$ cat config.mk
export PLATFORM = sky130hd
export DESIGN_NAME = fetch_unit
export DESIGN_NICKNAME = d
export VERILOG_FILES = /design/src/rtl/fetch_unit.sv
export SDC_FILE = /design/constraint.sdc
export NUM_CORES = 1
export LEC_CHECK = 0
export ABC_CLOCK_PERIOD_IN_PS = 13200
export CORE_MARGIN = 2
export CORE_UTILIZATION = 55
export CTS_BUF_LIST = sky130_fd_sc_hd__clkbuf_8
export CTS_CLUSTER_SIZE = 28
export DETAILED_ROUTE_END_ITERATION = 10
export PLACE_DENSITY_LB_ADDON = 0.1
export SYNTH_ARGS = -nofsm -noshare
export SYNTH_HDL_FRONTEND = slang
export SYNTH_SLANG_ARGS = --single-unit
$ cat constraint.sdc
create_clock -name clk -period 13.2 [get_ports clk]
set_input_delay 3.3 -clock clk [delete_from_list [all_inputs] [get_ports clk]]
set_output_delay 3.3 -clock clk [all_outputs]
set_load 0.005 [all_outputs]
$ cat src/rtl/fetch_unit.sv
// Instruction fetch stage for the A64 core: owns the PC, issues strictly
// serialized requests to instruction memory and buffers up to two words for decode.
module fetch_unit #(
  parameter logic [63:0] RESET_PC = 64'h0
) (
  input  logic        clk,
  input  logic        rst,
  output logic        imem_req_valid,
  input  logic        imem_req_ready,
  output logic [63:0] imem_req_addr,
  input  logic        imem_resp_valid,
  input  logic [31:0] imem_resp_data,
  input  logic        redirect_valid,
  input  logic [63:0] redirect_pc,
  output logic        id_valid,
  input  logic        id_ready,
  output logic [31:0] id_inst,
  output logic [63:0] id_pc
);

  typedef enum logic [1:0] {
    ST_REQ,
    ST_WAIT,
    ST_DRAIN
  } state_t;

  state_t      state;
  state_t      state_next;
  logic [63:0] pc;
  logic [63:0] pc_next;
  logic [63:0] issued_addr;
  logic [31:0] fifo_inst [2];
  logic [63:0] fifo_pc   [2];
  logic        rd_ptr;
  logic        wr_ptr;
  logic [1:0]  count;
  logic        started;
  logic        req_fire;
  logic        push;
  logic        pop;

  // Redirect targets are word aligned; the low bits carry no information.
  logic        unused_redirect_lsbs;
  assign unused_redirect_lsbs = ^redirect_pc[1:0];

  // started keeps the request line quiet until the first edge after reset.
  assign imem_req_valid = started && (state == ST_REQ) && (count < 2'd2);
  assign imem_req_addr  = pc;
  assign req_fire       = imem_req_valid && imem_req_ready;

  assign id_valid = (count != 2'd0);
  assign id_inst  = fifo_inst[rd_ptr];
  assign id_pc    = fifo_pc[rd_ptr];

  // A redirect flushes everything, so it also suppresses the push and the pop.
  assign push = (state == ST_WAIT) && imem_resp_valid && !redirect_valid;
  assign pop  = id_valid && id_ready && !redirect_valid;

  always_comb begin
    state_next = state;
    pc_next    = pc;
    case (state)
      ST_REQ: begin
        if (req_fire) begin
          state_next = redirect_valid ? ST_DRAIN : ST_WAIT;
        end
      end
      ST_WAIT: begin
        if (imem_resp_valid) begin
          state_next = ST_REQ;
        end else if (redirect_valid) begin
          state_next = ST_DRAIN;
        end
      end
      ST_DRAIN: begin
        if (imem_resp_valid) begin
          state_next = ST_REQ;
        end
      end
      default: state_next = ST_REQ;
    endcase

    if (redirect_valid) begin
      pc_next = {redirect_pc[63:2], 2'b00};
    end else if (push) begin
      pc_next = issued_addr + 64'd4;
    end
  end

  always_ff @(posedge clk or posedge rst) begin
    if (rst) begin
      state        <= ST_REQ;
      pc           <= RESET_PC;
      issued_addr  <= RESET_PC;
      started      <= 1'b0;
      count        <= 2'd0;
      rd_ptr       <= 1'b0;
      wr_ptr       <= 1'b0;
      fifo_inst[0] <= 32'd0;
      fifo_inst[1] <= 32'd0;
      fifo_pc[0]   <= 64'd0;
      fifo_pc[1]   <= 64'd0;
    end else begin
      started <= 1'b1;
      state   <= state_next;
      pc      <= pc_next;

      if (req_fire) begin
        issued_addr <= pc;
      end

      if (push) begin
        fifo_inst[wr_ptr] <= imem_resp_data;
        fifo_pc[wr_ptr]   <= issued_addr;
        wr_ptr            <= ~wr_ptr;
      end

      // On a flush the read pointer jumps to the write pointer so the queue is empty.
      if (redirect_valid) begin
        count  <= 2'd0;
        rd_ptr <= wr_ptr;
      end else begin
        if (pop) begin
          rd_ptr <= ~rd_ptr;
        end
        case ({push, pop})
          2'b10:   count <= count + 2'd1;
          2'b01:   count <= count - 2'd1;
          default: count <= count;
        endcase
      end
    end
  end

endmodule

Word-level counts from Yosys, hierarchy flattened:

Cells that the tools add are included.

* logic and storage cells: 68
* memory bits (writable): 0
* flip-flop bits (word level): 327
* bits of input ports: 102
* latch bits: 0
* ROM bits: 0
* memories: 0
* output and inout bits: 162

* divide/modulo/power cells: 0
* bitwise operators: 4
* shift-type cells: 0
* reduce and logical (&&, ||, !) cells: 15
* magnitude comparators: 4
* add/subtract/negate cells: 3
* $mul: 0
* mux-type cells: 24
* eq/ne operators: 7

Operators by type and width (count)
* 64-bit 2-to-1 mux: 6
* 128-bit bitwise mux: 1
* 32-bit 2-to-1 mux: 4
* 64-bit by 3-bit adder with 64-bit output, second input constant: 1
* 64-bit bitwise mux: 1
* 64-bit demux with 1-bit select: 1
* 32-bit demux with 1-bit select: 1
* 2-bit 2-to-1 mux: 6
* 1-bit logical AND: 8
* 2-bit case mux with 3 select lines: 1
* 2-bit nonzero test: 3
* 2-bit by 1-bit equality test with 1-bit output, second input constant: 2
* 2-bit equality test, second input constant: 2
* 2-bit greater-or-equal comparator, second input constant: 2
* 2-bit inequality test, second input constant: 2
* 1-bit NOT with 2-bit output: 2
* 2-bit case mux with 2 select lines: 1
* 3-bit inequality test, second input constant: 1
* 3-bit AND reduction: 1
* 3-bit nonzero test: 1
* 2-bit by 1-bit adder with 2-bit output, second input constant: 1
* 2-bit zero test: 1
* 2-bit by 1-bit < comparator with 1-bit output, second input constant: 1
* 2-bit < comparator, second input constant: 1
* 4 further kinds: 6

Logic depth before layout (Yosys ltp):

Gate-level depths: netlist of run 1.

* depth in word-level cells: 6
* mapped depth: 9
* mapped depth without buffers: 7

Least setup slack after synthesis of run 1:

No wires, ideal clock.

* path type: input to register
* start: in imem_resp_valid
* end: reg fifo_inst[32] in the netlist's numbering
* setup slack: 8.085 ns
* data arrival time: 4.990 ns
* path buffers: 4
* library setup time: 0.125 ns
* required time: 13.075 ns
* cell stages on the path: 8
* path through: and3b_1 > buf_2 > nand2b_1 > clkbuf_8 > nor2_1 > clkbuf_1 > buf_2 > mux2_2

* cells in the longest elaborated chain, start to end: 2

Ends and longest elaborated chain
* start: declaration: RTL line 11 `input logic imem_resp_valid,`
* 1-bit logical AND (2 in a row): RTL line 56 `assign push = (state == ST_WAIT) && imem_resp_valid && !redirect_valid;`
* end signal: indexed assignment: RTL line 113 `fifo_inst[wr_ptr] <= imem_resp_data;`
* end: declaration: RTL line 32 `logic [31:0] fifo_inst [2];`

Every way passes these cells.
A chain may end at the register's enable or synchronous reset.

Worst setup path after layout of run 1:

* start: reg rd_ptr
* end: out id_pc[33]

* cells in the longest elaborated chain, start to end: 4

Ends and longest elaborated chain
* start: declaration: RTL line 34 `logic rd_ptr;`
* start signal: assignment: RTL line 121 `rd_ptr <= wr_ptr;`
* start signal: assignment: RTL line 124 `rd_ptr <= ~rd_ptr;`
* 1-bit NOT with 2-bit output (implied by the code): RTL line 53 `assign id_pc = fifo_pc[rd_ptr];`
* 64-bit 2-to-1 mux (implied by the code) (3 in a row): RTL line 53
* end: declaration: RTL line 18 `output logic [63:0] id_pc`

Every way passes these cells. The select of a mux whose other input is x is not followed.

==> results of run 1 <==
==> cell usage in the layout, fill, tap and decap left out, types with 22 or more instances in the layout <==
master | synthesis | final
xnor2_1 | 30 | 30
inv_1 | 8 | 29
nand2_1 | 98 | 96
xor2_1 | 28 | 28
dfrtp_1 | 327 | 326
nand4_1 | 22 | 22
clkbuf_8 | 4 | 71
nand3_1 | 26 | 26
o21ai_0 | 44 | 44
nor2_1 | 39 | 38
a21oi_1 | 41 | 41
mux2_2 | 348 | 348
clkdlybuf4s50_1 | 0 | 260
==> flip-flops by register name, summed over array words and instances, names as in the netlist <==
| register | count |
|---|---|
| count | 2 |
| state | 2 |
| started | 1 |
| imem_req_addr | 64 |
| wr_ptr | 1 |
| issued_addr | 64 |
| fifo_pc | 128 |
| fifo_inst | 64 |
| rd_ptr | 1 |
==> kinds of logic (layout without fill, tap and decap cells) <==
group	after synthesis	after routing	synth area share [%]
compound gates	112	112	4.32
xor+xnor	58	58	3.36
fa+ha+maj	1	1	0.0829
buf+inv	90	370	2.71
flops	327	327	54.2
mux	352	352	26.2
other cells	1	1	0.0248
simple gates	272	272	9.07
==> power breakdown <==
group,total (mW),internal [mW],switching (mW)
Clock,0.857,0.475,0.382
Sequential,1.54,1.29,0.253
Combinational,1.02,0.686,0.334
Total,3.42,2.45,0.968
==> metal layers <==
layer / wire, um / track usage (%) / part of all wire [%]
met1: 16800 / 37.0 / 46
met2: 16300 / 39.0 / 45
met5: 41 / 0 / 0.11
met3: 2180 / 4.97 / 6.0
met4: 965 / 8.18 / 2.7
==> worst max-delay path, cell delays in order, from the launching register on <==
cell             delay (ns)
dfrtp_4                0.89
buf_4                  0.75
mux2_2                 0.41
clkdlybuf4s50_1        0.50
==> how the worst min path moves through the flow <==
stage                       startpoint                       to  slack, ns  cells past startpoint
6_report       fifo_pc[33]$_DFFE_PP0P_  fifo_pc[33]$_DFFE_PP0P_       0.48                      2
5_1_grt        fifo_pc[38]$_DFFE_PP0P_  fifo_pc[38]$_DFFE_PP0P_       0.51                      1
4_1_cts        fifo_pc[33]$_DFFE_PP0P_  fifo_pc[33]$_DFFE_PP0P_       0.48                      2
3_5_place_dp   fifo_pc[33]$_DFFE_PP0P_  fifo_pc[33]$_DFFE_PP0P_       0.47                      2
3_3_place_gp   fifo_pc[33]$_DFFE_PP0P_  fifo_pc[33]$_DFFE_PP0P_       0.46                      2
2_1_floorplan  fifo_pc[31]$_DFFE_PP0P_  fifo_pc[31]$_DFFE_PP0P_       0.44                      2
==> area by class of cell <==
class | instances | area share, %
clock buffer | 71 | 5.16
timing repair buffer | 268 | 14.1
tap | 341 | 2.25
clock inverter | 23 | 0.463
inverter | 8 | 0.198
multi-input combinational | 796 | 34.5
sequential | 327 | 43.3
==> metrics, run 1 <==
status=finished clean; Gates resized, CTS repair=0; CTS Buf Count=54; Synth top cells by count=mux2_2, dfrtp_1, nand2_1; unrepaired setup endpoints after global routing=false; R2R depth=5; Critical Path AT=approximately 3.2 ns; Syn Inst Count=~1200; Root Driver=clkbuf_8; post-CTS setup buffers=0; setup ws final=roughly 6.7 ns; Netlist Area Pre-Place=about 15000 um^2; cell with the most instances after synthesis=mux2_2; post-synth top area share=between 50% and 60%; drt initial violations=about 650; Critical Path RT=a little under 10 ns; worst hold margin=around 0.48 ns; R2R Path End=fifo_pc[125]$_DFFE_PP0P_; routability-driven placement congestion ratio=between 0.7 and 0.8; vias in the first global route=roughly 11000; area delta synth->final=25.3%; TNS Setup=0 ns; fraction of layout cells with a size suffix above 1=just under 30%; crit path kind=flip-flop to output pin; max_slew headroom=approximately a quarter; ys flop type=dfrtp_1; DR pass1 iterations=4; register area=between 8000 and 9000 um^2; TritonCTS clock tree=yes; Hold Path Class=flip-flop to flip-flop; pwr/cell area=181 nW/um^2; CTS max path bufs=3; initial core utilization=a little under three fifths; fillers=2008; Max FO, Critical Path=50; Syn Area/Cell=~12 um^2; worst-skew pair later-pin latency=0.57 ns; number of I/O pins=around 260; final WL=between 30000 and 40000 um; Seq/Total Area, Yosys=between 50 and 60%; number of distinct library cells after synthesis=between 40 and 50; Antenna Nets Post-Route=0; Residual DRC=0; final core utilization=a little over two thirds; Tmin final=about 6.5 ns; Die Ht=approximately 170 um; EDFF count, synth=0; largest net degree at the start of global routing=187; initial antenna violation count=3; Max-cap violations=0; worst-margin pin slew=1.15 ns; Syn Nets=between 1000 and 1500; cell area after layout=18900 um^2; synthesized flop and latch total=roughly 330; vias per cell=5.71; cell taking the most area after synthesis=dfrtp_1; final setup violation count=0; pre-CTS setup slack=6.14 ns; WL/cell=around 20 um; Reg2Reg Setup Slack=between 9 and 10 ns; first-pass GRT wire length=about 58000 um; placed insts=roughly 1700; Worst Setup Start Kind=flip-flop; GR Overflow Total=0; Final Total Pwr=roughly 3.4 mW; share of flip-flops with an asynchronous set or reset=100%; hpwl dp=23100 um; Worst Skew=0.0167 ns; die area=between 20000 and 30000 um^2; synth top area cells=dfrtp_1, mux2_2, nand2_1; PortBufs=around 260; CP startpoint=rd_ptr$_DFFE_PP0P_; # hold bufs at CTS=0; final period utilization=between 40% and 50%; fin cells=approximately 1800; Reg-to-Reg Start=state[1]$_DFFE_PP0P_; CTS clk-pin slew, worst paths=roughly 0.06 ns; Multi-input gate area=between 6000 and 7000 um^2; Post-DP Area=17900 um^2; core area=approximately 27000 um^2; std cell rows=60; nets=~1600; worst vdd ir=about 0.095 mV; Clock Sinks=327; fmax=0.154 GHz; max-slew violations=0; Leak=around 8.4 nW; GRT Resource Usage Total=roughly a quarter; Ant. Diodes=0; CTS HTree Levels=2; CP Capture Type=output pin; synth warn=0; Die W=170 um; via count=10466; final hold vios=0; Setup crit end=id_pc[33]
Note: power is estimated with default switching activity, not from simulation.
==> inputs of run 2 (changes only) <==
--- a/config.mk
+++ b/config.mk
@@ -5,7 +5,7 @@
 export SDC_FILE = /design/constraint.sdc
 export NUM_CORES = 1
 export LEC_CHECK = 0
-export ABC_CLOCK_PERIOD_IN_PS = 13200
+export ABC_CLOCK_PERIOD_IN_PS = 6200
 export CORE_MARGIN = 2
 export CORE_UTILIZATION = 55
 export CTS_BUF_LIST = sky130_fd_sc_hd__clkbuf_8
==> constraint.sdc (replaced) <==
create_clock -name clk -period 6.2 [get_ports clk]
set_input_delay 1.55 -clock clk [delete_from_list [all_inputs] [get_ports clk]]
set_output_delay 1.55 -clock clk [all_outputs]
set_load 0.005 [all_outputs]
==> metrics, run 2 (synthesized netlist as in run 1, its figures left out) <==
Tmin final=around 4.5 ns; Max-cap violations=0 (unchanged); commonest non-fill, non-tap cell in the layout=mux2_2 (unchanged); CTS max path bufs=3 (unchanged); Root Driver=clkbuf_8 (unchanged); CP Capture Type=output pin (unchanged); worst hold margin=0.476 ns (was 0.478 ns); crit-path max cell delay=1.05 ns (was 0.89 ns); TNS Setup=0 ns (unchanged); WP buf/inv=2 (unchanged); via count=10444 (was 10466); Worst Setup Start Kind=flip-flop (unchanged); std cell rows=60 (unchanged); worst vdd ir=0.210 mV (was 0.0946 mV); final setup violation count=0 (unchanged); fillers=1931 (was 2008); pwr/cell area=391 nW/um^2 (was 181 nW/um^2); Clock Sinks=327 (unchanged); final period utilization=between 70 and 80%; Hold Path Class=flip-flop to flip-flop (unchanged); largest reg by FF count=fifo_pc (unchanged); GRT Resource Usage Total=25.9% (was 25.5%); Max FO, Critical Path=60 (was 50); CTS clk-pin slew, worst paths=0.06 ns (about the same); # hold bufs at CTS=0 (unchanged); GR Overflow Total=0 (unchanged); largest net degree at the start of global routing=161 (was 187); cell area after layout=19100 um^2 (was 18900 um^2); WL/cell=20.0 um (was 19.8 um); Top Family by Delay on Critical Path=flip-flops (was buffers and inverters); post-CTS setup buffers=0 (unchanged); status=finished clean (unchanged); CTS Buf Count=54 (unchanged); final hold vios=0 (unchanged); CTS HTree Levels=2 (unchanged); vias per cell=5.65 (was 5.71); initial core utilization=56.0% (unchanged); final WL=37000 um (was 36300 um); fraction of layout cells with a size suffix above 1=30.4% (was 29.7%); fmax=0.223 GHz; worst-skew pair later-pin latency=0.57 ns (about the same); area delta synth->final=26.4% (was 25.3%); vias in the first global route=10689 (was 10597); fin cells=1848 (was 1834); Final Total Pwr=7.46 mW (was 3.42 mW); max FFs per register=128 (unchanged); most frequent cells in the layout=mux2_2, dfrtp_1, clkdlybuf4s50_1 (unchanged); Multi-input gate area=6530 um^2 (unchanged); pre-CTS setup slack=1.89 ns (was 6.14 ns); placed insts=1747 (was 1740); Die Ht=170 um (unchanged); Gates resized, CTS repair=0 (unchanged); Critical Path AT=2.94 ns (was 3.18 ns); setup ws final=1.71 ns (was 6.72 ns); Die W=170 um (unchanged); crit path kind=flip-flop to output pin (unchanged); final core utilization=70.8% (was 70.2%); Antenna Nets Post-Route=0 (unchanged); Worst Skew=0.0215 ns (was 0.0167 ns); die area=28800 um^2 (unchanged); max_slew headroom=28.1% (was 23.6%); worst-margin pin slew=1.08 ns (was 1.15 ns); critical-path cell list=buf_4 -> mux2_2 -> clkdlybuf4s50_1 (unchanged); Residual DRC=0 (unchanged); core area=27000 um^2 (unchanged); slowest CP cell=dfrtp_4 (unchanged); Post-DP Area=17900 um^2 (about the same); unrepaired setup endpoints after global routing=false (unchanged); first-pass GRT wire length=58600 um (was 58000 um); Reg2Reg Setup Slack=3.06 ns (was 9.56 ns); Leak=8.51 nW (was 8.43 nW); PortBufs=261 (unchanged); initial antenna violation count=4 (was 3); number of I/O pins=264 (unchanged); nets=1565 (was 1558); max-slew violations=0 (unchanged); routability-driven placement congestion ratio=0.794 (was 0.778); hpwl dp=23800 um (was 23100 um); drt initial violations=703 (was 647); Critical Path RT=4.65 ns (was 9.90 ns); DR pass1 iterations=5 (was 4); TritonCTS clock tree=yes (unchanged); register area=8190 um^2 (unchanged)
## run 2: cell count changes in the layout (fill, tap and decap cells not counted)
cell / delta
buf_4: +6
clkinv_4: +1
clkinvlp_4: +1
buf_12: +1
inv_1: -2
diode_2: +1
inv_8: -1
clkbuf_8: +2
bufinv_16: +2
clkinv_2: +3
## run 2: cell type report
cell class              count  share of cell area, %
flip-flops and latches    327                   42.9
multi-input cells         796                   34.2
repair buffers            275                   14.4
clock buffers              73                   5.26
well taps                 341                   2.24
clock inverters            27                  0.859
inverters                   8                  0.177
diodes                      1                 0.0131
## run 2: path summary, 6_finish.rpt
kind                                            startpoint                            end  depth (start not counted)
max in group asynchronous                              rst      fifo_inst[35]$_DFFE_PP0P_                          3
worst min-delay path                fifo_pc[8]$_DFFE_PP0P_         fifo_pc[8]$_DFFE_PP0P_                          2
worst max register to register  issued_addr[2]$_DFFE_PP0P_  imem_req_addr[48]$_DFFE_PP0P_                          7
min in group asynchronous                              rst        fifo_pc[83]$_DFFE_PP0P_                          2
worst min register to register      fifo_pc[8]$_DFFE_PP0P_         fifo_pc[8]$_DFFE_PP0P_                          2
worst max-delay path                    rd_ptr$_DFFE_PP0P_                      id_pc[33]                          3
## run 2: metal layers
layer | GRT usage (%) | part of all wire (%) | vias up
li1 | - | - | 4831
met4 | 5.35 | 1.3 | 4
met5 | 0 | 0.073 | -
met3 | 5.64 | 6.1 | 41
met2 | 41.4 | 47 | 306
met1 | 36.8 | 45 | 5262
## run 2: worst reg2reg max path: stages, from the launching register on
cell and delay (ns):
dfrtp_1 0.54, ha_1 0.40, and3_1 0.29, nand4_1 0.23, nor4_1 0.93, nand4_1 0.24
xor2_1 0.22, o221ai_1 0.13
## run 2: power breakdown
part | leakage [nW] | internal [mW] | switching [mW] | total, mW
sequential | 4.22 | 2.75 | 0.562 | 3.31
combinational | 3.61 | 1.47 | 0.705 | 2.17
clock | 0.679 | 1.13 | 0.844 | 1.97
